<file path="src/rtl/fetch_decode_regs_if.sv">
// Bundle of fetch-stage pipeline signals: fetch outputs and downstream hazard
// information in, F/D register contents, control and debug counters out.
interface fetch_decode_regs_if #(
    parameter int unsigned CNT_W = 16
);
    logic [3:0]       f_stat;
    logic [3:0]       f_icode;
    logic [3:0]       f_ifun;
    logic [3:0]       f_rA;
    logic [3:0]       f_rB;
    logic [63:0]      f_valC;
    logic [63:0]      f_valP;
    logic [63:0]      f_predPC;
    logic [3:0]       d_srcA;
    logic [3:0]       d_srcB;
    logic [3:0]       E_icode;
    logic [3:0]       E_dstM;
    logic             e_Cnd;
    logic [3:0]       M_icode;
    logic [3:0]       W_stat;

    logic [63:0]      F_predPC;
    logic [3:0]       D_stat;
    logic [3:0]       D_icode;
    logic [3:0]       D_ifun;
    logic [3:0]       D_rA;
    logic [3:0]       D_rB;
    logic [63:0]      D_valC;
    logic [63:0]      D_valP;
    logic             F_stall;
    logic             D_stall;
    logic             D_bubble;
    logic             halted;
    logic [CNT_W-1:0] stall_cnt;
    logic [CNT_W-1:0] bubble_cnt;

    // Pipeline-register block side.
    modport slave (
        input  f_stat, f_icode, f_ifun, f_rA, f_rB, f_valC, f_valP, f_predPC,
        input  d_srcA, d_srcB, E_icode, E_dstM, e_Cnd, M_icode, W_stat,
        output F_predPC, D_stat, D_icode, D_ifun, D_rA, D_rB, D_valC, D_valP,
        output F_stall, D_stall, D_bubble, halted, stall_cnt, bubble_cnt
    );

    // Surrounding pipeline side.
    modport master (
        output f_stat, f_icode, f_ifun, f_rA, f_rB, f_valC, f_valP, f_predPC,
        output d_srcA, d_srcB, E_icode, E_dstM, e_Cnd, M_icode, W_stat,
        input  F_predPC, D_stat, D_icode, D_ifun, D_rA, D_rB, D_valC, D_valP,
        input  F_stall, D_stall, D_bubble, halted, stall_cnt, bubble_cnt
    );
endinterface

</file>
<file path="src/rtl/fetch_decode_regs.sv">
// F and D pipeline registers around the fetch stage, with the stall/bubble
// control derived from downstream hazards, a sticky halt flag and saturating
// debug counters of stall and bubble cycles.
module fetch_decode_regs #(
    parameter logic [63:0] RESET_PC = 64'd0,
    parameter int unsigned CNT_W    = 16
) (
    input logic                clk,
    input logic                rst_n,
    fetch_decode_regs_if.slave bus
);
    localparam logic [3:0] STAT_AOK  = 4'b1000;
    localparam logic [3:0] I_NOP     = 4'h1;
    localparam logic [3:0] I_MRMOVQ  = 4'h5;
    localparam logic [3:0] I_POPQ    = 4'hB;
    localparam logic [3:0] I_JXX     = 4'h7;
    localparam logic [3:0] I_RET     = 4'h9;
    localparam logic [3:0] REG_NONE  = 4'hF;
    localparam logic [CNT_W-1:0] CNT_ONE = {{(CNT_W-1){1'b0}}, 1'b1};

    logic [63:0]      f_pred_pc_q;
    logic [3:0]       d_stat_q;
    logic [3:0]       d_icode_q;
    logic [3:0]       d_ifun_q;
    logic [3:0]       d_ra_q;
    logic [3:0]       d_rb_q;
    logic [63:0]      d_valc_q;
    logic [63:0]      d_valp_q;
    logic             halted_q;
    logic [CNT_W-1:0] stall_cnt_q;
    logic [CNT_W-1:0] bubble_cnt_q;

    logic load_use;
    logic ret_pend;
    logic mispredict;
    logic f_stall;
    logic d_stall;
    logic d_bubble;
    logic freeze;

    // Hazard detection and stall/bubble decisions; not gated by halt.
    always_comb begin
        load_use   = ((bus.E_icode == I_MRMOVQ) || (bus.E_icode == I_POPQ)) &&
                     (bus.E_dstM != REG_NONE) &&
                     ((bus.E_dstM == bus.d_srcA) || (bus.E_dstM == bus.d_srcB));
        ret_pend   = (d_icode_q == I_RET) || (bus.E_icode == I_RET) ||
                     (bus.M_icode == I_RET);
        mispredict = (bus.E_icode == I_JXX) && !bus.e_Cnd;
        f_stall    = load_use | ret_pend;
        d_stall    = load_use;
        d_bubble   = mispredict | (ret_pend & ~load_use);
        // A bad status in writeback freezes the edge on which it is first seen too.
        freeze     = halted_q | (bus.W_stat != STAT_AOK);
    end

    // F register: predicted PC fed back into fetch.
    always_ff @(posedge clk or negedge rst_n) begin
        if (!rst_n) begin
            f_pred_pc_q <= RESET_PC;
        end else if (!freeze && !f_stall) begin
            f_pred_pc_q <= bus.f_predPC;
        end
    end

    // D register: stall beats bubble, bubble beats a normal load.
    always_ff @(posedge clk or negedge rst_n) begin
        if (!rst_n) begin
            d_stat_q  <= STAT_AOK;
            d_icode_q <= I_NOP;
            d_ifun_q  <= 4'h0;
            d_ra_q    <= REG_NONE;
            d_rb_q    <= REG_NONE;
            d_valc_q  <= 64'd0;
            d_valp_q  <= 64'd0;
        end else if (!freeze && !d_stall) begin
            if (d_bubble) begin
                d_stat_q  <= STAT_AOK;
                d_icode_q <= I_NOP;
                d_ifun_q  <= 4'h0;
                d_ra_q    <= REG_NONE;
                d_rb_q    <= REG_NONE;
                d_valc_q  <= 64'd0;
                d_valp_q  <= 64'd0;
            end else begin
                d_stat_q  <= bus.f_stat;
                d_icode_q <= bus.f_icode;
                d_ifun_q  <= bus.f_ifun;
                d_ra_q    <= bus.f_rA;
                d_rb_q    <= bus.f_rB;
                d_valc_q  <= bus.f_valC;
                d_valp_q  <= bus.f_valP;
            end
        end
    end

    // Sticky halt flag plus saturating debug counters.
    always_ff @(posedge clk or negedge rst_n) begin
        if (!rst_n) begin
            halted_q     <= 1'b0;
            stall_cnt_q  <= '0;
            bubble_cnt_q <= '0;
        end else begin
            if (bus.W_stat != STAT_AOK) begin
                halted_q <= 1'b1;
            end
            if (f_stall && !freeze && (stall_cnt_q != '1)) begin
                stall_cnt_q <= stall_cnt_q + CNT_ONE;
            end
            if (d_bubble && !d_stall && !freeze && (bubble_cnt_q != '1)) begin
                bubble_cnt_q <= bubble_cnt_q + CNT_ONE;
            end
        end
    end

    assign bus.F_predPC   = f_pred_pc_q;
    assign bus.D_stat     = d_stat_q;
    assign bus.D_icode    = d_icode_q;
    assign bus.D_ifun     = d_ifun_q;
    assign bus.D_rA       = d_ra_q;
    assign bus.D_rB       = d_rb_q;
    assign bus.D_valC     = d_valc_q;
    assign bus.D_valP     = d_valp_q;
    assign bus.F_stall    = f_stall;
    assign bus.D_stall    = d_stall;
    assign bus.D_bubble   = d_bubble;
    assign bus.halted     = halted_q;
    assign bus.stall_cnt  = stall_cnt_q;
    assign bus.bubble_cnt = bubble_cnt_q;
endmodule

</file>
<file path="src/flat_wrapper.sv">
// flat-port wrapper written by rule: the top's interface ports become plain ports
module fetch_decode_regs_flat 
#(
    parameter logic [63:0] RESET_PC = 64'd0,
    parameter int unsigned CNT_W    = 16
)
  (clk, rst_n, bus_f_stat, bus_f_icode, bus_f_ifun, bus_f_rA, bus_f_rB, bus_f_valC, bus_f_valP, bus_f_predPC, bus_d_srcA, bus_d_srcB, bus_E_icode, bus_E_dstM, bus_e_Cnd, bus_M_icode, bus_W_stat, bus_F_predPC, bus_D_stat, bus_D_icode, bus_D_ifun, bus_D_rA, bus_D_rB, bus_D_valC, bus_D_valP, bus_F_stall, bus_D_stall, bus_D_bubble, bus_halted, bus_stall_cnt, bus_bubble_cnt);
  fetch_decode_regs_if #(.CNT_W(CNT_W)) bus_i ();
  input logic clk;
  input logic rst_n;
  input wire logic [$bits(bus_i.f_stat)-1:0] bus_f_stat;
  input wire logic [$bits(bus_i.f_icode)-1:0] bus_f_icode;
  input wire logic [$bits(bus_i.f_ifun)-1:0] bus_f_ifun;
  input wire logic [$bits(bus_i.f_rA)-1:0] bus_f_rA;
  input wire logic [$bits(bus_i.f_rB)-1:0] bus_f_rB;
  input wire logic [$bits(bus_i.f_valC)-1:0] bus_f_valC;
  input wire logic [$bits(bus_i.f_valP)-1:0] bus_f_valP;
  input wire logic [$bits(bus_i.f_predPC)-1:0] bus_f_predPC;
  input wire logic [$bits(bus_i.d_srcA)-1:0] bus_d_srcA;
  input wire logic [$bits(bus_i.d_srcB)-1:0] bus_d_srcB;
  input wire logic [$bits(bus_i.E_icode)-1:0] bus_E_icode;
  input wire logic [$bits(bus_i.E_dstM)-1:0] bus_E_dstM;
  input wire logic [$bits(bus_i.e_Cnd)-1:0] bus_e_Cnd;
  input wire logic [$bits(bus_i.M_icode)-1:0] bus_M_icode;
  input wire logic [$bits(bus_i.W_stat)-1:0] bus_W_stat;
  output wire logic [$bits(bus_i.F_predPC)-1:0] bus_F_predPC;
  output wire logic [$bits(bus_i.D_stat)-1:0] bus_D_stat;
  output wire logic [$bits(bus_i.D_icode)-1:0] bus_D_icode;
  output wire logic [$bits(bus_i.D_ifun)-1:0] bus_D_ifun;
  output wire logic [$bits(bus_i.D_rA)-1:0] bus_D_rA;
  output wire logic [$bits(bus_i.D_rB)-1:0] bus_D_rB;
  output wire logic [$bits(bus_i.D_valC)-1:0] bus_D_valC;
  output wire logic [$bits(bus_i.D_valP)-1:0] bus_D_valP;
  output wire logic [$bits(bus_i.F_stall)-1:0] bus_F_stall;
  output wire logic [$bits(bus_i.D_stall)-1:0] bus_D_stall;
  output wire logic [$bits(bus_i.D_bubble)-1:0] bus_D_bubble;
  output wire logic [$bits(bus_i.halted)-1:0] bus_halted;
  output wire logic [$bits(bus_i.stall_cnt)-1:0] bus_stall_cnt;
  output wire logic [$bits(bus_i.bubble_cnt)-1:0] bus_bubble_cnt;
  assign bus_i.f_stat = bus_f_stat;
  assign bus_i.f_icode = bus_f_icode;
  assign bus_i.f_ifun = bus_f_ifun;
  assign bus_i.f_rA = bus_f_rA;
  assign bus_i.f_rB = bus_f_rB;
  assign bus_i.f_valC = bus_f_valC;
  assign bus_i.f_valP = bus_f_valP;
  assign bus_i.f_predPC = bus_f_predPC;
  assign bus_i.d_srcA = bus_d_srcA;
  assign bus_i.d_srcB = bus_d_srcB;
  assign bus_i.E_icode = bus_E_icode;
  assign bus_i.E_dstM = bus_E_dstM;
  assign bus_i.e_Cnd = bus_e_Cnd;
  assign bus_i.M_icode = bus_M_icode;
  assign bus_i.W_stat = bus_W_stat;
  assign bus_F_predPC = bus_i.F_predPC;
  assign bus_D_stat = bus_i.D_stat;
  assign bus_D_icode = bus_i.D_icode;
  assign bus_D_ifun = bus_i.D_ifun;
  assign bus_D_rA = bus_i.D_rA;
  assign bus_D_rB = bus_i.D_rB;
  assign bus_D_valC = bus_i.D_valC;
  assign bus_D_valP = bus_i.D_valP;
  assign bus_F_stall = bus_i.F_stall;
  assign bus_D_stall = bus_i.D_stall;
  assign bus_D_bubble = bus_i.D_bubble;
  assign bus_halted = bus_i.halted;
  assign bus_stall_cnt = bus_i.stall_cnt;
  assign bus_bubble_cnt = bus_i.bubble_cnt;
  fetch_decode_regs #(.RESET_PC(RESET_PC), .CNT_W(CNT_W)) u_core (.clk(clk), .rst_n(rst_n), .bus(bus_i));
endmodule
</file>
<file path="config.mk">
export PLATFORM = sky130hd
export DESIGN_NAME = fetch_decode_regs_flat
export DESIGN_NICKNAME = d
export VERILOG_FILES = /design/src/rtl/fetch_decode_regs_if.sv /design/src/rtl/fetch_decode_regs.sv /design/src/flat_wrapper.sv
export SDC_FILE = /design/constraint.sdc
export NUM_CORES = 1
export LEC_CHECK = 0
export CAP_MARGIN = 25
export CORE_AREA = 2 2 188 190
export CTS_CLUSTER_SIZE = 20
export DETAILED_ROUTE_END_ITERATION = 8
export DIE_AREA = 0 0 190 192
export PLACE_DENSITY = 0.64
export SLEW_MARGIN = 20
export SYNTH_ARGS = -nofsm -noshare
export SYNTH_HDL_FRONTEND = slang
export SYNTH_SLANG_ARGS = --single-unit
</file>
<file path="constraint.sdc">
create_clock -name clk -period 4 [get_ports clk]
set_input_delay 0.6 -clock clk [delete_from_list [all_inputs] [get_ports clk]]
set_output_delay 0.6 -clock clk [all_outputs]
set_load 0.02 [all_outputs]
</file>
**Word-level counts from Yosys, hierarchy flattened**

Index checks and enable logic that the tools add are counted.

- Word-level logic and storage cells: 55
- Bits in registers: 245
- Input port bits: 239

- $add $sub $neg: 2
- Muxes and demuxes: 7
- Reduce and logical (&&, ||, !) cells: 18
- Equality and inequality tests: 12
- Bitwise logic cells: 5

Operators with widths:

| cell | number |
|---|---|
| $mux 64 | 2 |
| $add 16x1->16 const B | 2 |
| $ne 16x16->1 const B | 2 |
| $mux 4 | 5 |
| $eq 4x4->1 const B | 4 |
| $logic_and 1x1->1 | 10 |
| $eq 4x3->1 const B | 2 |
| $eq 4x4->1 | 2 |
| $ne 4x4->1 const B | 2 |
| $logic_not 1->1 | 4 |
| $logic_or 1x1->1 | 4 |
| $or 1x1->1 | 3 |
| $and 1x1->1 | 1 |
| $not 1->1 | 1 |

**Logic depth before layout (Yosys ltp)**

- Depth after elaboration: 10
- Depth in mapped cells: 10
- Mapped depth without buffers: 7

**Least setup slack after synthesis**

Ideal clock, no wire load.

- Path type: input to register
- Start point: input port bus_d_srcA[1]
- End point: register u_core.f_pred_pc_q[10] (netlist: u_core.bus.F_predPC[10])
- Setup time: 125 ps
- Setup slack: 1565 ps
- Data required time: 3875 ps
- Path buffers: 3
- Arrival: 2310 ps
- Stages on the path: 9
- Cells stage by stage: xor2_1 nor4_1 o2111a_2 or2_1 buf_2 buf_6 nor2_8 buf_6 mux2_2

- Longest elaborated chain between the ends: 6

Ends and longest elaborated chain:

| what | RTL line | source |
|---|---|---|
| start, declared | flat_wrapper.sv:19 | `input wire logic [$bits(bus_i.d_srcA)-1:0] bus_d_srcA;` |
| $eq 4x4->1 | fetch_decode_regs.sv:45 | `((bus.E_dstM == bus.d_srcA) \|\| (bus.E_dstM == bus.d_srcB));` |
| $logic_or 1x1->1 | fetch_decode_regs.sv:45 |  |
| $logic_and 1x1->1 | fetch_decode_regs.sv:44 | `(bus.E_dstM != REG_NONE) &&` |
| named net bus_D_stall | flat_wrapper.sv:35 | `output wire logic [$bits(bus_i.D_stall)-1:0] bus_D_stall;` |
| $or 1x1->1 | fetch_decode_regs.sv:49 | `f_stall = load_use \| ret_pend;` |
| $logic_not 1->1 | fetch_decode_regs.sv:60 | `end else if (!freeze && !f_stall) begin` |
| $logic_and 1x1->1 | fetch_decode_regs.sv:60 |  |
| end signal, assigned | fetch_decode_regs.sv:61 | `f_pred_pc_q <= bus.f_predPC;` |
| end, declared | fetch_decode_regs.sv:21 | `logic [63:0] f_pred_pc_q;` |

The timed path passes the listed nets, and every way through them passes these cells.
A chain may end at the register's enable or synchronous reset.

**Final worst setup path**

- Start point: input port bus_E_icode[0]
- End point: output port bus_F_stall

- Longest elaborated chain between the ends: 5
- Elaborated cells between the ends (all ways): 9
- Those cells by class: eq/ne (3); bitwise (1); reduce/logical (5)

Ends and longest elaborated chain:

| what | RTL line | source |
|---|---|---|
| start, declared | flat_wrapper.sv:21 | `input wire logic [$bits(bus_i.E_icode)-1:0] bus_E_icode;` |
| $eq 4x3->1 / $eq 4x4->1 (equally long branches) | fetch_decode_regs.sv:43 | `load_use = ((bus.E_icode == I_MRMOVQ) \|\| (bus.E_icode == I_POPQ)) &&` |
| $logic_or 1x1->1 | fetch_decode_regs.sv:43 |  |
| $logic_and 1x1->1 | fetch_decode_regs.sv:43 |  |
| $logic_and 1x1->1 | fetch_decode_regs.sv:44 |  |
| $or 1x1->1 (*) | fetch_decode_regs.sv:49 |  |
| end, declared | flat_wrapper.sv:34 | `output wire logic [$bits(bus_i.F_stall)-1:0] bus_F_stall;` |

Mark *: on every way between the ends. The rest lies on a longest branch, timed or not.

==> impl_metrics.env <==
export IMPL_synth_top_cell_area_share_pct=59.5
export IMPL_outcome="finished clean"
export IMPL_final_hold_violation_count=0
export IMPL_cts_buffers=29
export IMPL_netlist_area_um2=9880
export IMPL_cts_root_buf="clkbuf_16"
export IMPL_syn_to_final_growth_pct=63.9
export IMPL_cp_num_cells=7
export IMPL_fp_dieH_um=192
export IMPL_synth_net_count=1177
export IMPL_gp_congestion=0.814
export IMPL_synth_seq_cells=245
export IMPL_wirelength_um=32000
export IMPL_top_usage_layer="met2"
export IMPL_core_um2=34300
export IMPL_reg2reg_depth=6
export IMPL_p_leak_nw=7.26
export IMPL_clock_latency_ps=530
export IMPL_postRouteAntennaNets=0
export IMPL_synthTopCellsByArea="dfrtp_1 (60%), nand2_1 (11%), o21ai_0 (7.6%), mux2_2 (7.3%), dfstp_2 (2.7%)"
export IMPL_grt_pass1_wl_um=47900
export IMPL_clkTransAtPathRegs_ps=60
export IMPL_cts_buffer_depth=3
export IMPL_drt_first_pass_iters=4
export IMPL_cts_resized=0
export IMPL_met3_usage_pct=5.54
export IMPL_route_detailed_drc=0
export IMPL_synth_top_family_by_area="simple AND/OR/NAND/NOR gates"
export IMPL_skew_ps=4.74
export IMPL_hold_buffers=0
export IMPL_vias_per_cell=4.40
export IMPL_grt_util_met2_pct=29.3
export IMPL_initial_utilization_pct=28.8
export IMPL_yosys_cell_types_count=34
export IMPL_hp_class="input pin to async pin"
export IMPL_synth_edf_count=0
export IMPL_ys_flop_type="dfrtp_1"
export IMPL_crit_family="buffers and inverters"
export IMPL_worstMarginPinSlew_ps=874
export IMPL_grtUsageTotal_pct=16.7
export IMPL_cp_cell_sequence="clkdlybuf4s50_1 > nor4bb_1 > nor3_1 > inv_1 > nor2_1 > inv_1 > clkdlybuf4s50_1"
export IMPL_ys_seq_area_share_pct=62.2
export IMPL_async_flop_share_pct=100
export IMPL_synth_adder_area_share_pct=0.253
export IMPL_power_total_mw=5.80
export IMPL_finalSetupTns_ps=0
export IMPL_final_area_um2=16200
export IMPL_cp_start_kind="input pin"
export IMPL_dpl_hpwl_um=23400
export IMPL_synth_top_cell_by_area="dfrtp_1"
export IMPL_cts_sinks=245
export IMPL_postSynthAreaPerCell_um2=10.6
export IMPL_numPortBuffers=486
export IMPL_nNetsFinal=1648
export IMPL_rsz0062_at_grt="false"
export IMPL_grt_pass1_vias=8355
export IMPL_max_slew_margin_rel_pct=41.4
export IMPL_max_freq_mhz=286
export IMPL_power_density_nw_per_um2=358
export IMPL_cp_required_ps=3400
export IMPL_post_cts_buffers=0
export IMPL_cap_violations=0
export IMPL_cp_arrival_ps=2890
export IMPL_cts_tree="done"
export IMPL_cp_slowest_cell="clkdlybuf4s50_1"
export IMPL_synth_xor_area_share_pct=3.37
export IMPL_drive_above_1_share_pct=9.88
export IMPL_yosysMostFrequentCell="nand2_1"
export IMPL_slowest_delay_ps=550
export IMPL_worst_ir_drop_vdd_v=0.000277
export IMPL_setup_violations=0
export IMPL_muxShareOfSynthArea_pct=7.53
export IMPL_synth_compound_area_share_pct=7.94
export IMPL_fin_crit_ps=3490
export IMPL_yosysWarnings=0
export IMPL_end_kind="output port"
export IMPL_grt_max_degree=118
export IMPL_synth_simple_area_share_pct=15.6
export IMPL_vias=8282
export IMPL_period_share_pct=87.4
export IMPL_drt_iter0_drc=313
export IMPL_synth_cells=936
export IMPL_finalMaxSlewViolations=0
export IMPL_worst_path_buf_inv=4
export IMPL_fp_row_count=68
export IMPL_antenna_found_initial=2
export IMPL_dieArea_um2=36500
export IMPL_worstSetupPathType="input pin to output port"
export IMPL_avgRoutedWirePerCell_um=17.0
export IMPL_synth_cells_most_frequent="nand2_1 (296), dfrtp_1 (235), o21ai_0 (150)"
export IMPL_die_w_um=190
export IMPL_pin_count=487
export IMPL_crit_fanout=5
export IMPL_place_area_um2=15200
export IMPL_whs_ps=107
export IMPL_grt_util_met1_pct=19.4
export IMPL_grt_overflow=0
export IMPL_final_util_pct=47.2
export IMPL_cts_max_level=1
## routing by layer
| metal | part of all wire [%] | vias to the layer above |
|---|---|---|
| met1 | 39 | 3875 |
| met5 | 0 | - |
| met4 | 2.6 | 0 |
| met3 | 8.7 | 42 |
| li1 | - | 4043 |
| met2 | 50 | 322 |
## final cells by class
type,instances,area (um^2)
clock inverter,8,92.6
multi-input combinational,629,3430
clock buffer,43,898
timing repair buffer,497,5030
fill,3187,18100
sequential,245,6140
inverter,5,18.8
antenna,2,5.00
tap,455,569
## logic make-up after synthesis
group,Yosys count
muxes,66
adders and majority gates,2
and+or+nand+nor,369
buffers and inverters,62
xor gates and xnor gates,38
AOI/OAI and AO/OA,154
DFF,245
## cell usage in the layout, fill, tap and decap left out, types with 5 or more instances in the layout
cell / instances
buf_4: 5
nor4_1: 5
clkinv_2: 5
mux2_2: 64
clkbuf_8: 12
nand4_1: 15
nand2_1: 296
o21ai_0: 150
dfrtp_1: 235
nand3_1: 14
xnor2_1: 23
clkbuf_16: 29
clkdlybuf4s50_1: 485
nor2_1: 17
xor2_1: 15
inv_1: 5
buf_12: 6
dfstp_2: 10
## worst paths after layout
check / start / slack, ps / endpoint
worst max-delay path: bus_E_icode[0] / 510 / bus_F_stall
worst min-delay path: rst_n / 110 / u_core.bus.bubble_cnt[12]$_DFFE_PN0P_
min in group clk: u_core.bus.D_valC[60]$_DFFE_PN0P_ / 480 / u_core.bus.D_valC[60]$_DFFE_PN0P_
worst max register to register: u_core.bus.D_icode[3]$_DFFE_PN0P_ / 1420 / u_core.bus.F_predPC[28]$_DFFE_PN0P_
worst min register to register: u_core.bus.D_valC[60]$_DFFE_PN0P_ / 480 / u_core.bus.D_valC[60]$_DFFE_PN0P_
max in group asynchronous: rst_n / 3040 / u_core.bus.D_valP[33]$_DFFE_PN0P_
## where the power goes
| group | total (mW) | leakage, nW | switching (mW) | internal, mW |
|---|---|---|---|---|
| Clock | 2.70 | 0.494 | 1.04 | 1.66 |
| Combinational | 0.558 | 3.41 | 0.239 | 0.319 |
| Sequential | 2.54 | 3.35 | 0.0209 | 2.52 |
## state kept, by name, summed over array words and instances, names as in the netlist
register               cells
u_core.bus.D_icode         4
u_core.bus.D_ifun          4
u_core.bus.D_rA            4
u_core.bus.D_rB            4
u_core.bus.D_stat          4
u_core.bus.D_valC         64
u_core.bus.D_valP         64
u_core.bus.F_predPC       64
u_core.bus.bubble_cnt     16
u_core.bus.halted          1
u_core.bus.stall_cnt      16
## per-stage QoR
| stage | cells | worst slack (ps) |
|---|---|---|
| after floorplan | 936 | 1560 |
| after global placement | 1830 | 519 |
| after detailed placement | 1830 | 530 |
| after CTS | 1881 | 527 |
| after global routing | 1883 | 295 |
| final | 1884 | 505 |
No activity file was read; power rests on OpenSTA's default activity.
